$ cat src/rtl/multi_race_observer.sv
// multi_race_observer: N independent four-phase start/done handshake channels.
// Each channel waits either a programmed delay or an LFSR-derived random delay
// before raising done, reports requester withdrawal as a one-cycle abort pulse,
// and a shared arbiter records the lowest-index channel to finish each race.
module multi_race_observer #(
   parameter int unsigned        N_CH       = 4,
   parameter int unsigned        LFSR_W     = 8,
   parameter logic [LFSR_W-1:0]  LFSR_TAPS  = 8'hB8,
   parameter logic [LFSR_W-1:0]  SEED       = 8'h5A,
   parameter int unsigned        DELAY_MIN  = 2,
   parameter logic [LFSR_W-1:0]  DELAY_MASK = 8'h0F,
   parameter int unsigned        CNT_W      = 9,
   localparam int unsigned       WID_W      = (N_CH > 1) ? $clog2(N_CH) : 1
) (
   input  logic             clk,
   input  logic             rst_l,
   input  logic             fixed_mode,
   input  logic [CNT_W-1:0] fixed_delay,
   input  logic [N_CH-1:0]  start,
   output logic [N_CH-1:0]  done,
   output logic [N_CH-1:0]  abort,
   output logic             winner_valid,
   output logic [WID_W-1:0] winner_id,
   output logic             busy
);

   typedef enum logic [1:0] {
      S_IDLE = 2'b00,
      S_RUN  = 2'b01,
      S_DONE = 2'b10
   } ch_state_t;

   // A zero seed would lock the LFSR, so it is replaced by 1.
   localparam logic [LFSR_W-1:0] SEED_EFF = (SEED == '0) ? LFSR_W'(1) : SEED;

   logic [LFSR_W-1:0] lfsr_q;
   ch_state_t         state_q [N_CH];
   ch_state_t         state_d [N_CH];
   logic [CNT_W-1:0]  cnt_q   [N_CH];
   logic [CNT_W-1:0]  cnt_d   [N_CH];
   logic [N_CH-1:0]   abort_d;
   logic [N_CH-1:0]   enter_done;
   logic [WID_W-1:0]  first_id;

   // Counter preload (delay minus one) for a channel accepting a new request.
   function automatic logic [CNT_W-1:0] load_value(
      input logic [LFSR_W-1:0] lfsr,
      input int unsigned       ch,
      input logic              fmode,
      input logic [CNT_W-1:0]  fdly
   );
      logic [LFSR_W-1:0] span;
      logic [CNT_W-1:0]  dly;
      span = (lfsr ^ LFSR_W'(ch)) & DELAY_MASK;
      if (fmode) begin
         dly = (fdly == '0) ? CNT_W'(1) : fdly;
      end else begin
         dly = CNT_W'(DELAY_MIN + 32'(span));
      end
      return dly - CNT_W'(1);
   endfunction

   // Free-running Galois LFSR, right-shifting with feedback from bit 0.
   always_ff @(posedge clk or negedge rst_l) begin
      if (!rst_l) begin
         lfsr_q <= SEED_EFF;
      end else if (lfsr_q[0]) begin
         lfsr_q <= (lfsr_q >> 1) ^ LFSR_TAPS;
      end else begin
         lfsr_q <= lfsr_q >> 1;
      end
   end

   // Per-channel next-state, counter and abort decode.
   always_comb begin
      abort_d    = '0;
      enter_done = '0;
      for (int unsigned i = 0; i < N_CH; i++) begin
         state_d[i] = state_q[i];
         cnt_d[i]   = cnt_q[i];
         case (state_q[i])
            S_IDLE: begin
               if (start[i]) begin
                  state_d[i] = S_RUN;
                  cnt_d[i]   = load_value(lfsr_q, i, fixed_mode, fixed_delay);
               end
            end
            S_RUN: begin
               // Withdrawal wins over an expiring counter on the same edge.
               if (!start[i]) begin
                  state_d[i] = S_IDLE;
                  cnt_d[i]   = '0;
                  abort_d[i] = 1'b1;
               end else if (cnt_q[i] == '0) begin
                  state_d[i]    = S_DONE;
                  enter_done[i] = 1'b1;
               end else begin
                  cnt_d[i] = cnt_q[i] - CNT_W'(1);
               end
            end
            S_DONE: begin
               if (!start[i]) begin
                  state_d[i] = S_IDLE;
               end
            end
            default: begin
               state_d[i] = S_IDLE;
               cnt_d[i]   = '0;
            end
         endcase
      end
   end

   // Channel state, counters and the registered abort pulse.
   always_ff @(posedge clk or negedge rst_l) begin
      if (!rst_l) begin
         for (int unsigned i = 0; i < N_CH; i++) begin
            state_q[i] <= S_IDLE;
            cnt_q[i]   <= '0;
         end
         abort <= '0;
      end else begin
         for (int unsigned i = 0; i < N_CH; i++) begin
            state_q[i] <= state_d[i];
            cnt_q[i]   <= cnt_d[i];
         end
         abort <= abort_d;
      end
   end

   // done and busy decode straight from channel state.
   always_comb begin
      done = '0;
      busy = 1'b0;
      for (int unsigned i = 0; i < N_CH; i++) begin
         done[i] = (state_q[i] == S_DONE);
         if (state_q[i] != S_IDLE) begin
            busy = 1'b1;
         end
      end
   end

   // Lowest-index channel entering DONE this edge.
   always_comb begin
      first_id = '0;
      for (int unsigned k = N_CH; k > 0; k--) begin
         if (enter_done[k-1]) begin
            first_id = WID_W'(k - 1);
         end
      end
   end

   // Race arbiter: first finisher latches, cleared once every channel is idle and released.
   always_ff @(posedge clk or negedge rst_l) begin
      if (!rst_l) begin
         winner_valid <= 1'b0;
         winner_id    <= '0;
      end else if (!winner_valid && (enter_done != '0)) begin
         winner_valid <= 1'b1;
         winner_id    <= first_id;
      end else if (!busy && (start == '0)) begin
         winner_valid <= 1'b0;
         winner_id    <= '0;
      end
   end

endmodule
$ cat config.mk
export PLATFORM = sky130hd
export DESIGN_NAME = multi_race_observer
export DESIGN_NICKNAME = d
export VERILOG_FILES = /design/src/rtl/multi_race_observer.sv
export SDC_FILE = /design/constraint.sdc
export NUM_CORES = 1
export LEC_CHECK = 0
export CORE_ASPECT_RATIO = 1.4
export CORE_MARGIN = 2
export CORE_UTILIZATION = 40
export CTS_BUF_LIST = sky130_fd_sc_hd__clkbuf_8
export DETAILED_ROUTE_END_ITERATION = 7
export HOLD_SLACK_MARGIN = 0.15
export PLACE_DENSITY = 0.55
export SYNTH_ARGS = -nofsm -noshare
export SYNTH_HDL_FRONTEND = slang
export SYNTH_SLANG_ARGS = --single-unit
$ cat constraint.sdc
create_clock -name clk -period 6.7 [get_ports clk]
set_input_delay 1.34 -clock clk [delete_from_list [all_inputs] [get_ports clk]]
set_output_delay 1.34 -clock clk [all_outputs]
set_load 0.02 [all_outputs]
; Word level (Yosys, flattened, before mapping)
; Index checks and enable logic that the tools add are counted.
[classes]
add_sub_neg = 12
n_eq_ne = 24
n_mux = 82
bitwise = 8
n_reduce_logical = 28
[op_table]
columns = operator, n
row1 = 9-bit two-way mux, 25
row2 = 9-bit one-hot mux with 3 select lines, 4
row3 = "9-bit by 1-bit subtractor with 9-bit output, second input constant", 8
row4 = 9-bit zero test, 5
row5 = 2-bit two-way mux, 22
row6 = 1-bit two-way mux, 26
row7 = "3-bit inequality test, second input constant", 8
row8 = 2-bit one-hot mux with 3 select lines, 4
row9 = 3-bit AND reduction, 8
row10 = "2-bit by 4-bit adder with 5-bit output, first input constant", 4
row11 = "2-bit inequality test, second input constant", 8
row12 = 2-bit nonzero test, 5
row13 = "2-bit by 1-bit == test with 1-bit output, second input constant", 4
row14 = "2-bit == test, second input constant", 4
row15 = 2-bit zero test, 4
row16 = 8-bit two-way mux, 1
row17 = 1-bit inverter, 6
row18 = 4-bit zero test, 1
row19 = 3-bit inverter with 4-bit output, 1
row20 = 4-bit nonzero test, 1
row21 = 1-bit logical AND, 2
row22 = 1-bit zero test, 2
row23 = 2-bit inverter, 1
[totals]
regBits = 59
in_bits = 16
output_inout_bits = 12
word_cells = 166

; Depth between registers and ports, before layout
[logic_depth]
depth_word = 9
mapped_depth = 10
mapped_depth_nobuf = 8

; Worst setup path before layout
; OpenSTA, ideal clock, no wires.
[synth_timing]
path_type = input port to flip-flop
from = in fixed_mode
to = reg cnt_q[8] in the netlist's numbering
setup_ps = 90
arrival_time_ps = 3047
required_ps = 6610
slack_ps = 3563
path_stages = 8
n_path_buf = 3
path_cell_list = buf_2 clkbuf_1 buf_1 mux2i_1 ha_1 nand3_1 or3_1 o2111ai_1
[synth_via]
elab_chain_cells = 6
[synth_lines]
columns = element, line_no
row1 = from (decl), 17  ; input logic fixed_mode,
row2 = 9-bit two-way mux, 55  ; if (fmode) begin
row3 = 9-bit two-way mux, 83  ; if (start[i]) begin
row4 = 9-bit two-way mux, 81  ; case (state_q[i])
row5 = 9-bit by 1-bit subtractor with 9-bit output, 60  ; return dly - CNT_W'(1);
row6 = 9-bit two-way mux, 83
row7 = 9-bit one-hot mux with 3 select lines, 81
row8 = "to (signal, indexed assignment)", 125  ; cnt_q[i] <= cnt_d[i];
row9 = to (decl), 39  ; logic [CNT_W-1:0] cnt_q [N_CH];
; No other way between the ends. The select of a mux whose other input is x is not followed.
; A chain may end at the register's enable or synchronous reset.

; Worst setup path after layout
[layout_timing]
from = in fixed_mode
to = reg cnt_q[17] in the netlist's numbering
; The elaborated chain is that of the path after synthesis.

==> impl_metrics.env <==
export IMPL_outcome="finished, final reports clean"
export IMPL_regToRegSetupSlack_ps=4190
export IMPL_drive_gt1_frac=0.0823
export IMPL_place_congestion=0.893
export IMPL_first_iter_violations=221
export IMPL_grt_first_pass_wirelength_um=18100
export IMPL_setup_viol=0
export IMPL_synth_fp_nets=485
export IMPL_number_of_violations_of_the_max_capacitance_limit=0
export IMPL_post_route_min_period_ps=3960
export IMPL_fmax_mhz=252
export IMPL_netlist_cell_type_count=72
export IMPL_initial_standard_cell_utilization_of_the_core=0.407
export IMPL_hold_violations=0
export IMPL_postCtsResizedCells=0
export IMPL_numClockSinks=59
export IMPL_worst_r2r_cell_count=7
export IMPL_overall_overflow_remaining_after_global_route=0
export IMPL_power_density_mw_per_mm2=363
export IMPL_tightest_slew_ps=915
export IMPL_cts_root_buffer_cell="sky130_fd_sc_hd__clkbuf_8"
export IMPL_detailedRoute_firstPassIterationCount=6
export IMPL_crit_required_ps=6910
export IMPL_irDropWorstVdd_mv=0.167
export IMPL_final_setup_worst_slack_ps=2740
export IMPL_dominantRegCellSynth="sky130_fd_sc_hd__dfrtp_1"
export IMPL_placement_rows=43
export IMPL_cp_class="in2reg"
export IMPL_die_span_y_um=122
export IMPL_final_common_cell="sky130_fd_sc_hd__dfrtp_1"
export IMPL_rsz0062_at_grt="no"
export IMPL_worst_skew_late_latency_ps=350
export IMPL_timing_final_crit_share=0.591
export IMPL_syn_avg_cell_area_um2=8.76
export IMPL_leakagePower_nw=1.91
export IMPL_ys_warnings_count=0
export IMPL_cts_max_level=3
export IMPL_drc=0
export IMPL_detail_route_wl_per_cell_um=18.0
export IMPL_buffer_ports_inserted=27
export IMPL_io_pins=28
export IMPL_synth_seq_cells=59
export IMPL_ys_seq_area_frac=0.370
export IMPL_cts_hold_fix_buffers=0
export IMPL_die_w_um=88.5
export IMPL_routed_via_count=3644
export IMPL_die_area_mm2=0.0108
export IMPL_buffers_inserted_during_post_cts_setup_optimization=0
export IMPL_path_clk_slew_ps=70
export IMPL_layout_nets=509
export IMPL_dpl_worst_slack_ps=2400
export IMPL_antenna_violating_nets_post_route=0
export IMPL_route_final_wire_length_um=11200
export IMPL_grt_max_degree=60
export IMPL_final_setup_tns_ps=0
export IMPL_cts_buffers_inserted=9
export IMPL_timing_critical_path_to="cnt_q[17]$_DFFE_PN0P_"
export IMPL_number_of_flops_mapped_to_enable_cells_by_yosys=0
export IMPL_area_grow_syn2layout_pct=13.8
export IMPL_setup_worst_path_end_class="register"
export IMPL_r2r_start="cnt_q[9]$_DFFE_PN0P_"
export IMPL_hp_class="reg2reg"
export IMPL_place_hpwl_um=8240
export IMPL_antenna_diode_count=0
export IMPL_grt_use_total=0.221
export IMPL_finalClockSkew_ps=11.5
export IMPL_core_area_mm2=0.00985
export IMPL_syn_inst_count=457
export IMPL_clock_tree_buffer_depth=2
export IMPL_vias_per_cell=5.87
export IMPL_layout_cells_most_common_list="sky130_fd_sc_hd__dfrtp_1, sky130_fd_sc_hd__nor2_1, sky130_fd_sc_hd__nand2_1"
export IMPL_tritoncts="built"
export IMPL_mappedNetlistArea_mm2=0.00400
export IMPL_vias_in_the_first_global_route=3513
export IMPL_critical_path_max_fanout=29
export IMPL_rr_endpoint="cnt_q[16]$_DFFE_PN0P_"
export IMPL_cp_start_kind="input pin"
export IMPL_final_max_slew_violation_count=0
export IMPL_fill_cells=995
export IMPL_number_of_antenna_violations_at_the_first_check_in_global_routing=0
export IMPL_max_slew_margin_rel=0.388
export IMPL_async_reset_ff_frac=1.00
export IMPL_timing_critical_path_arrival_ps=4170
export IMPL_critical_path_startpoint="fixed_mode"
==> cell usage after synthesis (5+ instances only) <==
master | count | area [um^2]
sky130_fd_sc_hd__nand2_1 | 33 | 124
sky130_fd_sc_hd__nand2b_1 | 11 | 68.8
sky130_fd_sc_hd__nor4_1 | 7 | 43.8
sky130_fd_sc_hd__o211ai_1 | 14 | 105
sky130_fd_sc_hd__nand3b_1 | 10 | 75.1
sky130_fd_sc_hd__xor2_1 | 11 | 96.3
sky130_fd_sc_hd__nor2b_1 | 9 | 56.3
sky130_fd_sc_hd__nor3b_1 | 7 | 52.6
sky130_fd_sc_hd__o21ai_0 | 30 | 150
sky130_fd_sc_hd__nor2_1 | 43 | 161
sky130_fd_sc_hd__ha_1 | 12 | 150
sky130_fd_sc_hd__or2_2 | 7 | 43.8
sky130_fd_sc_hd__inv_1 | 21 | 78.8
sky130_fd_sc_hd__or3_1 | 5 | 31.3
sky130_fd_sc_hd__nor3_1 | 10 | 50.1
sky130_fd_sc_hd__xnor2_1 | 13 | 114
sky130_fd_sc_hd__a2bb2oi_1 | 5 | 43.8
sky130_fd_sc_hd__clkbuf_1 | 8 | 30.0
sky130_fd_sc_hd__a21oi_1 | 30 | 150
sky130_fd_sc_hd__a31oi_1 | 7 | 43.8
sky130_fd_sc_hd__o221ai_1 | 6 | 52.6
sky130_fd_sc_hd__dfrtp_1 | 55 | 1380
sky130_fd_sc_hd__nand3_1 | 15 | 75.1
==> how the worst min path moves through the flow <==
stage	slack (ps)	endpoint	depth (start not counted)	startpoint
floorplan	330	lfsr_q[6]$_DFF_PN1_	0	lfsr_q[7]$_DFF_PN0_
global placement	340	lfsr_q[6]$_DFF_PN1_	0	lfsr_q[7]$_DFF_PN0_
detailed placement	340	lfsr_q[6]$_DFF_PN1_	0	lfsr_q[7]$_DFF_PN0_
CTS	360	lfsr_q[6]$_DFF_PN1_	0	lfsr_q[7]$_DFF_PN0_
global route	370	lfsr_q[6]$_DFF_PN1_	0	lfsr_q[7]$_DFF_PN0_
finish	360	lfsr_q[6]$_DFF_PN1_	0	lfsr_q[7]$_DFF_PN0_
==> sequential cells by signal (all words and copies together), names as in the netlist <==
signal,flops
winner_valid,1
winner_id,2
lfsr_q,8
cnt_q,36
abort,4
state_q,8
==> layout make-up <==
class | count | area, um^2 | share of cell area
multi-input combinational | 362 | 2360 | 0.518
sequential | 59 | 1480 | 0.325
timing repair buffer | 28 | 273 | 0.0599
tap | 135 | 169 | 0.0371
clock buffer | 10 | 138 | 0.0302
inverter | 21 | 78.8 | 0.0173
clock inverter | 6 | 56.3 | 0.0124
==> routing by layer <==
metal / global-route usage / routed length [um] / vias to the layer above
met5: 0 / 0 / -
met4: 0.104 / 303 / 0
met3: 0.0397 / 389 / 20
met2: 0.368 / 5800 / 79
met1: 0.274 / 4700 / 1798
li1: - / - / 1747
==> logic make-up after synthesis <==
family	after synthesis	synth area share
AO/OA/AOI/OAI	138	0.232
XOR/XNOR	24	0.0525
adder cells (fa/ha/maj)	12	0.0375
buffers and inverters	36	0.0410
flip-flops	59	0.370
multiplexers	3	0.00750
AND/OR/NAND/NOR	185	0.259
==> worst max-delay path: stages <==
cell                              delay, ps
sky130_fd_sc_hd__clkdlybuf4s50_1       1070
sky130_fd_sc_hd__inv_1                  200
sky130_fd_sc_hd__a311o_1                490
sky130_fd_sc_hd__nand2_1                290
sky130_fd_sc_hd__ha_1                   260
sky130_fd_sc_hd__nand3_1                140
sky130_fd_sc_hd__o211ai_1               210
sky130_fd_sc_hd__o311ai_0               150
==> report_power, final <==
group          total [mW]  switching [mW]  internal [mW]
clock               0.331           0.153          0.178
combinational       0.713           0.407          0.306
sequential          0.606           0.135          0.471
==> metrics by stage <==
step	area [um^2]	util	hold WS (ps)	power, mW	std cells
after CTS	4550	0.462	356	1.66	621
after floorplan	4000	-	333	1.13	457
after detailed placement	4360	0.443	339	1.32	605
after global routing	4550	0.462	373	1.79	621
after global placement	4360	0.443	339	1.31	605
final	4550	0.462	356	1.65	621
(Power assumes the default switching activity.)
